$ cat src/rtl/erx_deframer.sv
// Deframes the eLink RX byte stream (B0 tran, B1 ctrl, 3x 32-bit words) into 104-bit packets; bursts repeat data/src.
// Latency: rx_access rises one cycle after the last byte of a beat (B13, then every 8 bytes during a burst).
// Backpressure: none, downstream takes every pulse. Optional saturating stats counters under ERX_DEFRAMER_STATS_EN.
module erx_deframer #(
    localparam int AW = 32,
    localparam int PW = 104
) (
    input  logic          clk,
    input  logic          reset,
    input  logic          rx_frame,
    input  logic [7:0]    rx_byte,
    output logic          rx_access,
    output logic [PW-1:0] rx_packet,
    output logic          rx_burst,
    output logic          rx_burst_incr_addr,
    output logic          rx_abort,
    output logic [15:0]   rx_pkt_count,
    output logic [15:0]   rx_abort_count
);

    typedef enum logic [2:0] {
        S_IDLE,
        S_CTRL,
        S_ADDR,
        S_DATA,
        S_SRC,
        S_BDATA,
        S_BSRC
    } state_t;

    state_t        state_q, state_nxt;
    logic [1:0]    cnt_q, cnt_nxt;
    logic          frame_q;
    logic [23:0]   shift_q;
    logic [7:0]    ctrl_q;
    logic [AW-1:0] dst_q;
    logic [AW-1:0] data_q;
    logic [AW-1:0] word;
    logic          frame_start;
    logic          field_done;
    logic          emit;
    logic          emit_burst;
    logic          abort_nxt;

    // frame_q resets high so a frame already in flight at reset release is not taken as a start
    assign frame_start = rx_frame & ~frame_q;
    assign field_done  = (cnt_q == 2'd3);
    // complete 32-bit field on the cycle its last byte arrives
    assign word        = {shift_q, rx_byte};

    // State, byte counter and previous-frame register
    always_ff @(posedge clk or posedge reset) begin
        if (reset) begin
            state_q <= S_IDLE;
            cnt_q   <= 2'd0;
            frame_q <= 1'b1;
        end else begin
            state_q <= state_nxt;
            cnt_q   <= cnt_nxt;
            frame_q <= rx_frame;
        end
    end

    // Next-state, beat-completion and abort decode
    always_comb begin
        state_nxt  = state_q;
        cnt_nxt    = 2'd0;
        emit       = 1'b0;
        emit_burst = 1'b0;
        abort_nxt  = 1'b0;
        case (state_q)
            S_IDLE: begin
                if (frame_start) state_nxt = S_CTRL;
            end
            S_CTRL: begin
                if (rx_frame) begin
                    state_nxt = S_ADDR;
                end else begin
                    abort_nxt = 1'b1;
                    state_nxt = S_IDLE;
                end
            end
            S_BDATA: begin
                // a drop before the first data byte of a new beat is the normal end of a frame
                if (!rx_frame) begin
                    abort_nxt = (cnt_q != 2'd0);
                    state_nxt = S_IDLE;
                end else begin
                    cnt_nxt = cnt_q + 2'd1;
                    if (field_done) state_nxt = S_BSRC;
                end
            end
            S_ADDR, S_DATA, S_SRC, S_BSRC: begin
                if (!rx_frame) begin
                    abort_nxt = 1'b1;
                    state_nxt = S_IDLE;
                end else begin
                    cnt_nxt = cnt_q + 2'd1;
                    if (field_done) begin
                        case (state_q)
                            S_ADDR:  state_nxt = S_DATA;
                            S_DATA:  state_nxt = S_SRC;
                            S_SRC: begin
                                state_nxt = S_BDATA;
                                emit      = 1'b1;
                            end
                            default: begin
                                state_nxt  = S_BDATA;
                                emit       = 1'b1;
                                emit_burst = 1'b1;
                            end
                        endcase
                    end
                end
            end
            default: state_nxt = S_IDLE;
        endcase
    end

    // Byte shift register and per-field capture registers
    always_ff @(posedge clk or posedge reset) begin
        if (reset) begin
            shift_q <= 24'd0;
            ctrl_q  <= 8'd0;
            dst_q   <= '0;
            data_q  <= '0;
        end else begin
            shift_q <= word[23:0];
            if (state_q == S_CTRL && rx_frame) ctrl_q <= rx_byte;
            if (rx_frame && field_done && state_q == S_ADDR) dst_q <= word;
            if (rx_frame && field_done && (state_q == S_DATA || state_q == S_BDATA)) data_q <= word;
        end
    end

    // Packet holding register and output pulses; the packet only changes at beat completion
    always_ff @(posedge clk or posedge reset) begin
        if (reset) begin
            rx_access          <= 1'b0;
            rx_burst           <= 1'b0;
            rx_abort           <= 1'b0;
            rx_burst_incr_addr <= 1'b0;
            rx_packet          <= '0;
        end else begin
            rx_access <= emit;
            rx_burst  <= emit_burst;
            rx_abort  <= abort_nxt;
            if (emit) begin
                rx_burst_incr_addr <= ctrl_q[0];
                // burst beats keep dstaddr and ctrl; downstream regenerates the address
                if (emit_burst)
                    rx_packet <= {word, data_q, rx_packet[39:0]};
                else
                    rx_packet <= {word, data_q, dst_q, ctrl_q[7:4], ctrl_q[2:1], ctrl_q[3], 1'b1};
            end
        end
    end

`ifdef ERX_DEFRAMER_STATS_EN
    logic [15:0] pkt_cnt_q;
    logic [15:0] abort_cnt_q;

    // Saturating access and abort counters
    always_ff @(posedge clk or posedge reset) begin
        if (reset) begin
            pkt_cnt_q   <= 16'h0000;
            abort_cnt_q <= 16'h0000;
        end else begin
            if (emit && pkt_cnt_q != 16'hFFFF) pkt_cnt_q <= pkt_cnt_q + 16'd1;
            if (abort_nxt && abort_cnt_q != 16'hFFFF) abort_cnt_q <= abort_cnt_q + 16'd1;
        end
    end

    assign rx_pkt_count   = pkt_cnt_q;
    assign rx_abort_count = abort_cnt_q;
`else
    assign rx_pkt_count   = 16'h0000;
    assign rx_abort_count = 16'h0000;
`endif

endmodule

$ cat config.mk
export PLATFORM = sky130hd
export DESIGN_NAME = erx_deframer
export DESIGN_NICKNAME = d
export VERILOG_FILES = /design/src/rtl/erx_deframer.sv
export SDC_FILE = /design/constraint.sdc
export NUM_CORES = 1
export LEC_CHECK = 0
export ABC_AREA = 1
export BUFFER_PORTS_ARGS = -buffer_cell sky130_fd_sc_hd__buf_2
export CAP_MARGIN = 10
export CORE_AREA = 2 2 108 162
export CTS_BUF_LIST = sky130_fd_sc_hd__clkbuf_8 sky130_fd_sc_hd__clkbuf_16
export CTS_CLUSTER_SIZE = 25
export DETAILED_ROUTE_END_ITERATION = 7
export DIE_AREA = 0 0 110 164
export PLACE_DENSITY = 0.72
export SLEW_MARGIN = 10
export SYNTH_ARGS = -nofsm -noshare
export SYNTH_HDL_FRONTEND = slang
export SYNTH_SLANG_ARGS = --single-unit
$ cat constraint.sdc
create_clock -name clk -period 5.7 [get_ports clk]
set_input_delay 0.285 -clock clk [delete_from_list [all_inputs] [get_ports clk]]
set_output_delay 0.285 -clock clk [all_outputs]
set_load 0.01 [all_outputs]
==> results.toml, run 1 <==
[final_layout]
fin_cells = 1133
layout.nets = 922
drive_gt1_share_pct = 21.67
areaGrowthSynthToFinish_pct = 15.03
antenna_cells = 0
final_common_cell = "nand2_1"
fin_util_pct = 56.31
final_cell_mix = "nand2_1 (297), dfrtp_1 (209), buf_2 (118)"
design_area_sq_um = 9358

[worst_setup_path]
required_ns = 6.03
crit_fanout = 64
cp_data_arrival_time_ns = 2.91
slowest_delay_ns = 0.64
cp-end-kind = "register"
cpMaxStageDelayCell = "nand3_4"
start_kind = "register"
crit_chain = "inv_2 > nand2_1 > nand2_2 > nand3_4 > nand2_1 > o21ai_2"
cpMostUsedCell = "nand2_1"
crit_type = "register to register"

[placement]
io_buffer_count = 118
place_hpwl_um = 10870
placed_cell_area_sq_um = 8592
gp_congestion = 0.7699
placed_cells = 1087

[clock_network]
cts_htree_levels = 1
clk_pin_slew_ns = 0.07
cts_root_buffer = "clkbuf_16"
clockBufferDepth = 3
cts_tree = "yes"
clock-sinks = 210
worstSkewPairLatency_ns = 0.49
cts_buffers = 20
post_cts_buffers = 0
cts-resized-gates = 0

[worst_hold_path]
hp-class = "primary input to asynchronous set/reset pin"

[drt]
dr.pass1.iters = 4
ant_nets = 0
wl_per_cell_um = 14.86
via_per_inst = 4.847
drc = 0
dr.first_iter.drc_count = 378
num_vias = 5492
wirelength_um = 16840

[logic_synthesis]
ys_ff_latch = 210
ys_warn_count = 0
netlist_area_sq_um = 8135
synth_top_cell_by_area = "dfrtp_1"
synthFlopType = "dfrtp_1"
synth-edff-count = 0
synthCells = 798
synth_cell_types = 26
ys_top_cells_by_area = "dfrtp_1 (64%), nand2_1 (14%), o21ai_0 (4.2%), o21ai_2 (3.4%), buf_4 (3.3%)"
async_flop_share_pct = 100.0
avgSynthCellArea_sq_um = 10.19
yosysSeqAreaShare_pct = 64.61
synth_top_area_share_pct = 64.29

[die]
initial_core_util_pct = 48.95
die_area_sq_um = 18040
fp.dieH_um = 164
coreArea_sq_um = 16620
num_io_pins = 151
die_w_um = 110
rows = 58

[power_and_ir_drop]
cellPowerDensity_nw_per_um2 = 343.5
sequentialPowerShare_pct = 50.5
switching_share_pct = 24.89
power.share.combinational_pct = 8.9
p_int_mw = 2.414
p_leak_nw = 5.242
power_switching_mw = 0.7999
p_clk_share_pct = 40.7
ir_worst_vdd_v = 0.0002547
power.total_mw = 3.214

[timing]
min_period_ns = 2.578
fmax_mhz = 387.8
worst_pin_slew_ns = 1.013
rsz0062_at_grt = "no"
finClkSkew_ns = 0.02347
fin_tns_setup_ns = 0
relSlewSlack_pct = 32.48
final_max_slew_viol_count = 0
finalHoldViolCount = 0
period_share_pct = 45.23
setup_viol = 0

[job]
cap_violations = 0

[global_routing]
grt_use_total_pct = 19.31
grt_pass1_wl_um = 27210
grt_pass1_vias = 5294
overflow = 0
antenna_found_initial = 0
grt_max_degree = 193

[status]
status = "complete, no violations"
==> per-stage QoR <==
stage | hold slack, ns | worst slack [ns]
6_report | 0.3412 | 3.122
5_1_grt | 0.3684 | 2.808
4_1_cts | 0.3451 | 3.093
3_5_place_dp | 0.3127 | 3.092
3_3_place_gp | 0.3124 | 3.169
2_1_floorplan | 0.2895 | 2.688
==> timing repair <==
| action | in CTS | in global routing |
|---|---|---|
| endpoints found under the hold margin | 27 | 0 |
| setup endpoints to repair | 0 | 0 |
| hold buffers | 10 | 0 |
==> routing by layer <==
layer  share of wire, %  vias up  track usage [%]
met5                  0        -                0
met1                 41     2643            25.03
met4                2.2        0            6.617
li1                   -     2676                -
met2                 52      153            33.27
met3                4.3       20            2.262
==> cell usage after synthesis (3+ instances only) <==
cell type  instances
buf_6             17
nor2_1             8
inv_2              3
o21ai_0           68
nand3_1           45
inv_1             39
buf_4             36
nand2_1          297
clkbuf_2           3
nand2_2            3
o21ai_1            6
buf_2             12
clkbuf_1           6
dfrtp_1          209
o21ai_2           32
==> critical path: cells and delay by family, from the launching register on <==
| family | cells | cell delay (ns) |
|---|---|---|
| AOI/OAI and AO/OA | 1 | 0.07 |
| buffers and inverters | 1 | 0.61 |
| DFF | 1 | 0.48 |
| and+or+nand+nor | 4 | 1.26 |
==> kinds of logic after synthesis <==
| family | Yosys count | synth area share [%] |
|---|---|---|
| buffers and inverters | 118 | 8.982 |
| other | 1 | 0.04610 |
| AO/OA/AOI/OAI | 108 | 8.121 |
| AND/OR/NAND/NOR | 359 | 17.93 |
| flip-flops | 210 | 64.61 |
| adder cells (fa/ha/maj) | 2 | 0.3075 |
==> sequential cells by signal, summed over array words and instances, names as in the netlist <==
name,flops
cnt_q,2
ctrl_q,8
rx_packet,104
data_q,32
shift_q,24
state_q,3
dst_q,32
rx_access,1
rx_burst_incr_addr,1
rx_abort,1
rx_burst,1
frame_q,1
==> power by group through the flow <==
stage,Sequential [mW],Combinational [mW],Clock [mW]
after floorplan,1.63,0.259,0
after global placement,1.65,0.278,0
after detailed placement,1.65,0.283,0
after CTS,1.62,0.289,1.33
after global routing,1.63,0.329,1.40
final,1.62,0.285,1.31
==> path summary, 6_finish.rpt <==
path / slack (ns) / cells after the start / start / endpoint
worst min register to register: 0.36 / 0 / shift_q[7]$_DFF_PP0_ / shift_q[15]$_DFF_PP0_
max in group asynchronous: 4.01 / 4 / reset / rx_packet[72]$_DFFE_PP0P_
worst min-delay path: 0.34 / 3 / reset / rx_packet[89]$_DFFE_PP0P_
worst max-delay path: 3.12 / 6 / state_q[1]$_DFFE_PP0P_ / data_q[0]$_DFFE_PP0P_
worst max register to register: 3.12 / 6 / state_q[1]$_DFFE_PP0P_ / data_q[0]$_DFFE_PP0P_
min in group clk: 0.36 / 0 / shift_q[7]$_DFF_PP0_ / shift_q[15]$_DFF_PP0_
==> final cells by class <==
cell class	count	area (sq um)
Multi-Input combinational cell	501	2265
Inverter	44	175.2
Timing Repair Buffer	132	733.2
Tap cell	210	262.8
Clock inverter	7	30.03
Clock buffer	29	635.6
Sequential cell	210	5256
Fill cell	1485	7261
No activity file was read; power rests on OpenSTA's default activity.
==> run 2, diff against run 1 <==
--- a/config.mk
+++ b/config.mk
@@ -8,12 +8,12 @@
 export ABC_AREA = 1
 export BUFFER_PORTS_ARGS = -buffer_cell sky130_fd_sc_hd__buf_2
 export CAP_MARGIN = 10
-export CORE_AREA = 2 2 108 162
+export CORE_AREA = 2 2 103 154
 export CTS_BUF_LIST = sky130_fd_sc_hd__clkbuf_8 sky130_fd_sc_hd__clkbuf_16
 export CTS_CLUSTER_SIZE = 25
 export DETAILED_ROUTE_END_ITERATION = 7
-export DIE_AREA = 0 0 110 164
-export PLACE_DENSITY = 0.72
+export DIE_AREA = 0 0 105 156
+export PLACE_DENSITY = 0.76
 export SLEW_MARGIN = 10
 export SYNTH_ARGS = -nofsm -noshare
 export SYNTH_HDL_FRONTEND = slang
==> constraint.sdc (replaced) <==
create_clock -name clk -period 2.45 [get_ports clk]
set_input_delay 0.1225 -clock clk [delete_from_list [all_inputs] [get_ports clk]]
set_output_delay 0.1225 -clock clk [all_outputs]
set_load 0.01 [all_outputs]
==> results.toml, run 2 (synthesis gave the netlist of run 1 again) <==
[status]
status = "complete, no violations"

[worst_setup_path]
rr_endpoint = "rx_packet[72]$_DFFE_PP0P_"
cpMaxStageDelayCell = "dfrtp_1"
required_ns = 2.77
reg2reg_slack_ns = 0.61
crit_chain = "inv_6 > nand2_2 > nor2_4 > inv_2 > buf_4 > nand2_1 > o21ai_0"
reg2reg_from = "state_q[0]$_DFFE_PP0P_"
crit_fanout = 62
start_kind = "register"
cp-end-kind = "register"
cp_data_arrival_time_ns = 2.15
r2r_cells = 7
slowest_delay_ns = 0.51
crit_type = "register to register"

[final_layout]
layout.nets = 927
antenna_cells = 0
final_cell_mix = "nand2_1 (297), dfrtp_1 (209), buf_2 (118)"
drive_gt1_share_pct = 21.81
largest_reg_flops = 104
reg_top3 = "rx_packet x104, data_q x32, dst_q x32"
seq_area_sq_um = 5256
largest-register = "rx_packet"
final_common_cell = "nand2_1"
fillCellCount = 1243
design_area_sq_um = 9369
fin_cells = 1125
areaGrowthSynthToFinish_pct = 15.16
multiInputGateArea_sq_um = 2265

[placement]
io_buffer_count = 118
place_hpwl_um = 11480
gp_congestion = 0.8526
placed_cells = 1082
placed_cell_area_sq_um = 8648

[worst_hold_path]
holdPathStages = 2
hp-class = "primary input to register"
holdPathEnd = "shift_q[0]$_DFF_PP0_"
min_from = "rx_byte[0]"

[drt]
wl_per_cell_um = 15.38
wirelength_um = 17300
dr.first_iter.drc_count = 320
dr.pass1.iters = 4
drc = 0
via_per_inst = 4.922
num_vias = 5537
ant_nets = 0

[timing]
fmax_mhz = 544.8
setup_viol = 0
finClkSkew_ns = 0.007139
min_period_ns = 1.836
worst_pin_slew_ns = 0.7386
final_max_slew_viol_count = 0
rsz0062_at_grt = "no"
period_share_pct = 74.93
finalHoldViolCount = 0
relSlewSlack_pct = 50.67
fin_tns_setup_ns = 0

[global_routing]
grt_pass1_wl_um = 28240
antenna_found_initial = 0
grt_pass1_vias = 5531
grt_max_degree = 132
grt_use_total_pct = 21.79
overflow = 0

[clock_network]
clk_pin_slew_ns = 0.07
cts_root_buffer = "clkbuf_16"
post_cts_buffers = 0
cts-resized-gates = 0
worstSkewPairLatency_ns = 0.47
cts_tree = "yes"
cts_buffers = 19
clock-sinks = 210
clockBufferDepth = 3
cts_htree_levels = 1

[job]
cap_violations = 0

[die]
coreArea_sq_um = 15000
fp.dieH_um = 156
initial_core_util_pct = 54.23
die_w_um = 105
rows = 55
num_io_pins = 151
die_area_sq_um = 16380

[power_and_ir_drop]
cellPowerDensity_nw_per_um2 = 787.3
ir_worst_vdd_v = 0.0006070
p_leak_nw = 5.257
power.total_mw = 7.376
==> run 2: what timing repair did <==
action,CTS,global route
endpoints found under the hold margin,221,0
hold buffers,10,0
setup endpoints to repair,0,0
==> run 2: critical path, delay by kind of cell, from the launching register on <==
kind / cells / cell delay, ns
AO/OA/AOI/OAI: 1 / 0.09
buffers and inverters: 3 / 0.49
flip-flops: 1 / 0.51
AND/OR/NAND/NOR: 3 / 0.52
==> run 2: layout make-up <==
cell class                      instances  area share, %
Sequential cell                       210          56.10
Multi-Input combinational cell        501          24.17
Timing Repair Buffer                  138          8.574
Clock buffer                           25          5.956
Tap cell                              199          2.658
Inverter                               44          1.870
Clock inverter                          8         0.6677
==> run 2: power breakdown <==
group	leakage (nW)	switching (mW)	internal, mW	total [mW]
sequential	2.85	0.139	3.64	3.78
combinational	2.08	0.503	0.193	0.696
clock	0.326	1.20	1.70	2.90
==> run 2: routing by layer <==
layer  vias to the layer above  part of all wire, %  track usage, %
li1                       2677                    -               -
met1                      2658                   40           26.24
met2                       162                   52           39.12
met3                        40                  3.9           2.548
met4                         0                  4.5           9.968
met5                         -                    0               0
==> run 2: how the worst max path moves through the flow <==
stage	from	end	slack [ns]
after floorplan	reset	cnt_q[0]$_DFF_PP0_	-0.40
after global placement	state_q[0]$_DFFE_PP0P_	rx_packet[13]$_DFFE_PP0P_	0.64
after detailed placement	cnt_q[1]$_DFF_PP0_	dst_q[9]$_DFFE_PP0P_	0.63
after CTS	cnt_q[1]$_DFF_PP0_	dst_q[29]$_DFFE_PP0P_	0.62
after global routing	cnt_q[0]$_DFF_PP0_	dst_q[15]$_DFFE_PP0P_	0.41
final	state_q[0]$_DFFE_PP0P_	rx_packet[72]$_DFFE_PP0P_	0.61
==> run 2: stage by stage <==
step | setup WS, ns | hold slack (ns) | utilization (%)
after floorplan | -0.3999 | 0.1270 | -
after detailed placement | 0.6260 | 0.2475 | 57.65
after CTS | 0.6180 | 0.2867 | 62.45
after global placement | 0.6392 | 0.2467 | 57.65
after global routing | 0.4084 | 0.3083 | 62.45
final | 0.6143 | 0.3038 | 62.45
